`config.mk`:
```
export PLATFORM = sky130hd
export DESIGN_NAME = cv32e40x_mult_seq_flat
export DESIGN_NICKNAME = d
export VERILOG_FILES = /design/src/rtl/cv32e40x_mult_seq_pkg.sv /design/src/rtl/cv32e40x_mult_seq_if.sv /design/src/rtl/cv32e40x_mult_slice.sv /design/src/rtl/cv32e40x_mult_seq.sv /design/src/flat_wrapper.sv
export SDC_FILE = /design/constraint.sdc
export NUM_CORES = 2
export LEC_CHECK = 0
export ABC_AREA = 0
export CAP_MARGIN = 20
export CORE_UTILIZATION = 30
export DETAILED_ROUTE_END_ITERATION = 8
export HOLD_SLACK_MARGIN = 0.02
export PLACE_DENSITY = 0.47
export SYNTH_ARGS = -nofsm -noshare
export SYNTH_HDL_FRONTEND = slang
export SYNTH_SLANG_ARGS = --single-unit
```
`constraint.sdc`:
```
create_clock -name clk -period 12.85 [get_ports clk]
set_input_delay 3.2125 -clock clk [delete_from_list [all_inputs] [get_ports clk]]
set_output_delay 3.2125 -clock clk [all_outputs]
set_load 0.005 [all_outputs]
```
`src/rtl/cv32e40x_mult_seq_pkg.sv`:
```
// Shared types and sizing helpers for the iterative EX-stage multiplier.
package cv32e40x_mult_seq_pkg;

  typedef enum logic [1:0] {
    MUL_M32 = 2'b00,
    MUL_H   = 2'b11
  } mul_opcode_e;

  // Default op_b slice width consumed per iteration
  localparam int MULT_SLICE_W_DEFAULT = 16;

  // Accumulator width: shifted partial sum plus one signed (XLEN+1)x(SLICE_W+1)
  // product never exceeds XLEN+SLICE_W+3 bits, so no overflow guard is needed.
  function automatic int mult_acc_w(input int xlen, input int slice_w);
    return xlen + slice_w + 3;
  endfunction

endpackage

```
`src/rtl/cv32e40x_mult_seq_if.sv`:
```
// Pipeline-side handshake and operand bundle of the iterative multiplier.
interface cv32e40x_mult_seq_if #(
  parameter int XLEN = 32
) ();
  import cv32e40x_mult_seq_pkg::*;

  logic              valid_i;
  mul_opcode_e       operator_i;
  logic [1:0]        signed_mode_i;
  logic [XLEN-1:0]   op_a_i;
  logic [XLEN-1:0]   op_b_i;
  logic [XLEN-1:0]   result_o;
  logic              halt_i;
  logic              kill_i;
  logic              ready_o;
  logic              valid_o;
  logic              ready_i;
  logic              busy_o;

  modport master (
    output valid_i, operator_i, signed_mode_i, op_a_i, op_b_i, halt_i, kill_i, ready_i,
    input  result_o, ready_o, valid_o, busy_o
  );

  modport slave (
    input  valid_i, operator_i, signed_mode_i, op_a_i, op_b_i, halt_i, kill_i, ready_i,
    output result_o, ready_o, valid_o, busy_o
  );

endinterface

```
`src/rtl/cv32e40x_mult_slice.sv`:
```
// One iteration of the multiplier datapath: signed (XLEN+1)x(SLICE_W+1)
// partial product added to the previous accumulator shifted down one slice.
module cv32e40x_mult_slice #(
  parameter int XLEN    = 32,
  parameter int SLICE_W = 16,
  parameter int ACC_W   = XLEN + SLICE_W + 3
) (
  input  logic signed [XLEN:0]      a_i,
  input  logic signed [SLICE_W:0]   b_i,
  input  logic signed [ACC_W-1:0]   acc_i,
  output logic signed [ACC_W-1:0]   acc_o
);

  localparam int PROD_W = XLEN + SLICE_W + 2;

  logic signed [PROD_W-1:0] prod;

  assign prod  = a_i * b_i;
  assign acc_o = (acc_i >>> SLICE_W) + $signed({{(ACC_W-PROD_W){prod[PROD_W-1]}}, prod});

endmodule

```
`src/rtl/cv32e40x_mult_seq.sv`:
```
// Iterative integer multiplier (MUL / MULH / MULHSU / MULHU) for the EX stage.
// Consumes one SLICE_W-bit slice of op_b per cycle; K = XLEN/SLICE_W cycles
// per operation. Optional build macro CV32E40X_MULT_FAST_MUL_EN adds a
// single-cycle XLEN x XLEN low-product multiplier for MUL_M32.
module cv32e40x_mult_seq
  import cv32e40x_mult_seq_pkg::*;
#(
  parameter int XLEN    = 32,
  parameter int SLICE_W = MULT_SLICE_W_DEFAULT
) (
  input  logic                clk,
  input  logic                rst_n,
  cv32e40x_mult_seq_if.slave  bus
);

  localparam int K     = XLEN / SLICE_W;
  localparam int CNT_W = (K > 1) ? $clog2(K) : 1;
  localparam int ACC_W = mult_acc_w(XLEN, SLICE_W);

  if ((XLEN % SLICE_W) != 0) begin : g_chk_div
    $error("cv32e40x_mult_seq: SLICE_W must divide XLEN");
  end
  if (SLICE_W < 8) begin : g_chk_min
    $error("cv32e40x_mult_seq: SLICE_W must be at least 8");
  end
  if ((XLEN != 32) && (XLEN != 64)) begin : g_chk_xlen
    $error("cv32e40x_mult_seq: XLEN must be 32 or 64");
  end

  logic [CNT_W-1:0]         cnt_q, cnt_d;
  logic signed [ACC_W-1:0]  acc_q, acc_d, acc_next;
  logic [XLEN-1:0]          lo_q, lo_d, lo_shift;
  logic signed [XLEN:0]     a_ext;
  logic [SLICE_W-1:0]       b_raw;
  logic signed [SLICE_W:0]  b_slice;
  logic                     last;
  logic                     fast_sel;
  logic [XLEN-1:0]          high;
  logic [XLEN-1:0]          result;
  logic                     valid_o_int;
  logic                     ready_o_int;

  assign last  = (cnt_q == CNT_W'(K - 1));
  assign a_ext = {bus.signed_mode_i[0] & bus.op_a_i[XLEN-1], bus.op_a_i};
  assign b_raw = bus.op_b_i[int'(cnt_q) * SLICE_W +: SLICE_W];
  // Only the most significant slice carries op_b's sign; lower slices are magnitudes.
  assign b_slice = {last & bus.signed_mode_i[1] & bus.op_b_i[XLEN-1], b_raw};

  cv32e40x_mult_slice #(
    .XLEN    (XLEN),
    .SLICE_W (SLICE_W),
    .ACC_W   (ACC_W)
  ) u_slice (
    .a_i   (a_ext),
    .b_i   (b_slice),
    .acc_i (acc_q),
    .acc_o (acc_next)
  );

  // Low product bits retire SLICE_W at a time into lo_q from the top; for K=1
  // this collapses to acc_next[XLEN-1:0].
  assign lo_shift = XLEN'({acc_next[SLICE_W-1:0], lo_q} >> SLICE_W);
  assign high     = acc_next[SLICE_W +: XLEN];

`ifdef CV32E40X_MULT_FAST_MUL_EN
  logic [XLEN-1:0] fast_low;
  assign fast_low = bus.op_a_i * bus.op_b_i;
  assign fast_sel = (bus.operator_i == MUL_M32);
`else
  assign fast_sel = 1'b0;
`endif

  // Result mux: high or low half of the final accumulation (or the fast product)
  always_comb begin
    result = (bus.operator_i == MUL_H) ? high : lo_shift;
`ifdef CV32E40X_MULT_FAST_MUL_EN
    if (bus.operator_i == MUL_M32) begin
      result = fast_low;
    end
`endif
  end

  // Handshake and next-state: kill beats halt beats iteration
  always_comb begin
    cnt_d       = cnt_q;
    acc_d       = acc_q;
    lo_d        = lo_q;
    valid_o_int = 1'b0;
    ready_o_int = 1'b1;
    if (bus.kill_i) begin
      cnt_d = '0;
      acc_d = '0;
      lo_d  = '0;
    end else if (bus.valid_i) begin
      if (bus.halt_i) begin
        ready_o_int = 1'b0;
      end else if (fast_sel) begin
        valid_o_int = 1'b1;
        ready_o_int = bus.ready_i;
      end else if (last) begin
        // Final slice: result is combinational; state is held until accepted
        valid_o_int = 1'b1;
        ready_o_int = bus.ready_i;
        if (bus.ready_i) begin
          cnt_d = '0;
          acc_d = '0;
          lo_d  = '0;
        end
      end else begin
        ready_o_int = 1'b0;
        cnt_d       = cnt_q + CNT_W'(1);
        acc_d       = acc_next;
        lo_d        = lo_shift;
      end
    end
  end

  // Iteration state registers
  always_ff @(posedge clk or negedge rst_n) begin
    if (!rst_n) begin
      cnt_q <= '0;
      acc_q <= '0;
      lo_q  <= '0;
    end else begin
      cnt_q <= cnt_d;
      acc_q <= acc_d;
      lo_q  <= lo_d;
    end
  end

  assign bus.result_o = result;
  assign bus.valid_o  = valid_o_int;
  assign bus.ready_o  = ready_o_int;
  assign bus.busy_o   = (cnt_q != '0);

endmodule

```
`src/flat_wrapper.sv`:
```
// flat-port wrapper written by rule: the top's interface ports become plain ports
module cv32e40x_mult_seq_flat import cv32e40x_mult_seq_pkg::*;
#(
  parameter int XLEN    = 32,
  parameter int SLICE_W = MULT_SLICE_W_DEFAULT
)
  (clk, rst_n, bus_valid_i, bus_operator_i, bus_signed_mode_i, bus_op_a_i, bus_op_b_i, bus_halt_i, bus_kill_i, bus_ready_i, bus_result_o, bus_ready_o, bus_valid_o, bus_busy_o);
  cv32e40x_mult_seq_if #(.XLEN(XLEN)) bus_i ();
  input  logic clk;
  input  logic rst_n;
  input wire logic [$bits(bus_i.valid_i)-1:0] bus_valid_i;
  input wire logic [$bits(bus_i.operator_i)-1:0] bus_operator_i;
  input wire logic [$bits(bus_i.signed_mode_i)-1:0] bus_signed_mode_i;
  input wire logic [$bits(bus_i.op_a_i)-1:0] bus_op_a_i;
  input wire logic [$bits(bus_i.op_b_i)-1:0] bus_op_b_i;
  input wire logic [$bits(bus_i.halt_i)-1:0] bus_halt_i;
  input wire logic [$bits(bus_i.kill_i)-1:0] bus_kill_i;
  input wire logic [$bits(bus_i.ready_i)-1:0] bus_ready_i;
  output wire logic [$bits(bus_i.result_o)-1:0] bus_result_o;
  output wire logic [$bits(bus_i.ready_o)-1:0] bus_ready_o;
  output wire logic [$bits(bus_i.valid_o)-1:0] bus_valid_o;
  output wire logic [$bits(bus_i.busy_o)-1:0] bus_busy_o;
  assign bus_i.valid_i = bus_valid_i;
  assign bus_i.operator_i = bus_operator_i;
  assign bus_i.signed_mode_i = bus_signed_mode_i;
  assign bus_i.op_a_i = bus_op_a_i;
  assign bus_i.op_b_i = bus_op_b_i;
  assign bus_i.halt_i = bus_halt_i;
  assign bus_i.kill_i = bus_kill_i;
  assign bus_i.ready_i = bus_ready_i;
  assign bus_result_o = bus_i.result_o;
  assign bus_ready_o = bus_i.ready_o;
  assign bus_valid_o = bus_i.valid_o;
  assign bus_busy_o = bus_i.busy_o;
  cv32e40x_mult_seq #(.XLEN(XLEN), .SLICE_W(SLICE_W)) u_core (.clk(clk), .rst_n(rst_n), .bus(bus_i));
endmodule
```
==> flow_summary.toml <==
[floorplan]
core_area_um2 = 76300
io_pins = 109
die_area_um2 = 78600
start_util_pct = 30.5
num_rows = 101
die_h_um = 280
die_w_um = 280

[clock_network]
clockRootBuffer = "clkbuf_16"
cts_tree = "done"
cts-buffers-inserted = 5
ctsHtreeMaxLevel = 2
cts_sinks = 52
clockBufferDepth = 2
clock_latency_ns = 0.29
postCtsHoldBufs = 0
cts.clk_slew.worst_paths_ns = 0.08

[worst_setup_path]
r2r_setup_slack_ns = 5.32
worstSetupPathType = "in -> out"
end_kind = "output port"
reg2reg_from = "u_core.bus.busy_o"
cp.required_ns = 9.64
r2r_cells = 29
arrival_ns = 9.58
crit_path_start_kind = "input port"
regToRegEndpoint = "u_core.acc_q[46]"
crit_fanout = 5

[sta]
rsz0062_at_grt = "yes"
relSlewSlack_pct = 51.6
worst_hold_slack_ns = 0.492
tightest_slew_ns = 0.726
setup_ws_ns = 0.0624
min_period_ns = 12.79
fin_crit_sh_pct = 99.5
finalHoldViolations = 0
setup_viol = 0
drv_slew = 0
clock.fmax_mhz = 78.2
clock_skew_ns = 0.00330
final.setup.tns_ns = 0

[synthesis]
yosysWarnings = 0
synth_edf_count = 0
synth_cell_type_count = 63
synth_common_cells = "inv_1 (726), fa_1 (576), nand2_1 (387), nor2b_1 (125), ha_1 (123)"
ys_ff_latch = 52
synth_ff_type = "dfrtp_1"
synthesis.nets = 3392
syn-cell-area_um2 = 23200
synth_area_leaders = "fa_1 (50%), inv_1 (12%), ha_1 (6.6%), nand2_1 (6.2%), dfrtp_1 (5.6%)"
post-synth-top-count-cell = "inv_1"
synth_top_area_cell = "fa_1"
async_reset_ff_share_pct = 100
synth_top_area_share_pct = 49.6
syn_inst = 2619
synth.yosys.seq_area_share_pct = 5.60
postSynthAreaPerCell_um2 = 8.88

[routing]
wl_per_cell_um = 19.5
vias = 18900
drt_iter0_markers = 1090
ant_nets = 0
drt-vias-per-instance = 4.57
first_pass_iters = 5
drcViolationCount = 0
routed_wl_um = 80600

[cells_and_area]
area_growth_pct = 36.4
drive_gt1_share_pct = 26.1
nNetsFinal = 3864
fin_area_um2 = 31700

[grt]
grt.total_usage_pct = 20.4
grt_pass1_vias = 21100
grt_pass1_wl_um = 121000
grt_max_degree = 59
overflow = 0
antenna_found_initial = 6

[run]
max_cap_violations = 0

[placed_design]
post-dp-hpwl_um = 59900
gp_congestion = 0.836
dpl_cell_area_um2 = 28500
dpl_worst_slack_ns = -0.753
numPortBuffers = 108

[worst_hold_path]
min_path_cells = 2
hp-start = "u_core.lo_q[20]"
hold_class = "reg -> reg"
worstHoldEndpoint = "u_core.lo_q[20]"

[status]
status = "finished clean"
## critical path, stage by stage
cell and delay [ns]:
dlygate4sd2_1 0.23, mux2_4 0.35, buf_12 0.16, buf_16 0.13, buf_6 0.12, nand2_2 0.06
fa_1 0.44, fa_2 0.56, fa_2 0.44, fa_1 0.49, inv_1 0.05, fa_1 0.48
inv_1 0.05, fa_1 0.49, inv_2 0.06, ha_4 0.29, nand4_4 0.12, nor2_4 0.15
a31oi_4 0.11, buf_6 0.15, a21oi_4 0.16, buf_4 0.15, a21oi_4 0.06, o31a_1 0.30
a311o_1 0.32, xnor2_2 0.15, o21ai_1 0.13, buf_2 0.16
## layout by cell type (no fill, tap or decap), types with 9 or more instances in the layout
cell type	synthesis	layout
ha_1	123	94
inv_2	0	38
buf_6	0	35
mux2_2	32	13
dfrtp_1	52	52
a21oi_1	56	24
nand2b_1	15	12
a22o_1	32	32
nand2_2	0	25
clkdlybuf4s50_1	0	34
clkbuf_16	0	13
buf_12	0	73
xnor2_1	36	25
o21bai_1	11	9
nor2b_1	125	117
fa_2	0	27
dlymetal6s2s_1	0	24
a21oi_2	3	31
fa_1	576	549
buf_2	6	13
buf_4	0	341
nand2_4	0	11
nor2_1	61	50
and2_4	0	12
dlygate4sd2_1	0	19
nand2_1	387	351
nand4_1	15	15
and2_1	86	73
o21ai_0	43	28
inv_1	726	688
ha_4	0	28
a21o_1	22	22
xor2_1	15	10
mux2_4	0	20
o21ai_1	9	15
## sequential cells by signal (all words and copies together) (netlist names)
register           flops
u_core.lo_q           15
u_core.bus.busy_o      1
u_core.acc_q          36
## layer usage
layer / GRT usage [%] / up-vias / share of wire (%)
met5: 0 / - / 0.016
met3: 0.999 / 63 / 4.5
met4: 3.98 / 2 / 2.2
li1: - / 8521 / -
met2: 36.6 / 414 / 50
met1: 27.3 / 9859 / 43
## kinds of logic (layout without fill, tap and decap cells)
kind of cell    count (synthesis)  after routing  share of synthesized area [%]
compound gates                218            218                           6.33
xor+xnor                       51             51                           1.92
fa+ha+maj                     699            699                           56.2
buf+inv                       842           1315                           13.6
flops                          52             52                           5.60
mux                            37             37                           1.77
other cells                     0              1                              0
simple gates                  720            720                           14.5
## worst max path at each step
stage / start / endpoint / slack [ns] / depth (start not counted)
2_1_floorplan: bus_op_b_i[21] / bus_result_o[23] / 0.64 / 23
3_3_place_gp: bus_op_b_i[6] / bus_result_o[31] / -0.72 / 27
3_5_place_dp: bus_op_b_i[2] / bus_result_o[31] / -0.75 / 26
5_1_grt: bus_op_b_i[3] / bus_result_o[31] / -0.09 / 28
4_1_cts: bus_op_b_i[18] / bus_result_o[24] / -0.14 / 29
6_report: bus_op_b_i[3] / bus_result_o[31] / 0.06 / 28
## layout make-up
type | instances | area, µm²
multi-input combinational | 1725 | 20100
inverter | 726 | 2730
sequential | 52 | 1300
timing repair buffer | 581 | 6100
fill | 7604 | 44600
clock buffer | 5 | 125
clock inverter | 3 | 27.5
tap | 1030 | 1290
antenna | 1 | 2.50
## repair_timing
item                                    4_1_cts  5_1_grt
gates resized for setup                     352      177
cloned                                       16        8
setup buffers                                76       36
hold endpoints to repair                      0        0
endpoints found under the setup margin       32       32
pin swaps                                   119       71
## stage by stage
stage	cells	util (%)
after detailed placement	3992	37.3
after global routing	4122	41.5
final	4123	41.5
after CTS	4088	40.3
after floorplan	2619	-
after global placement	3992	37.3
Power is not shown: default switching activity piles up to over one toggle a cycle in this logic, so the estimate is an artifact.
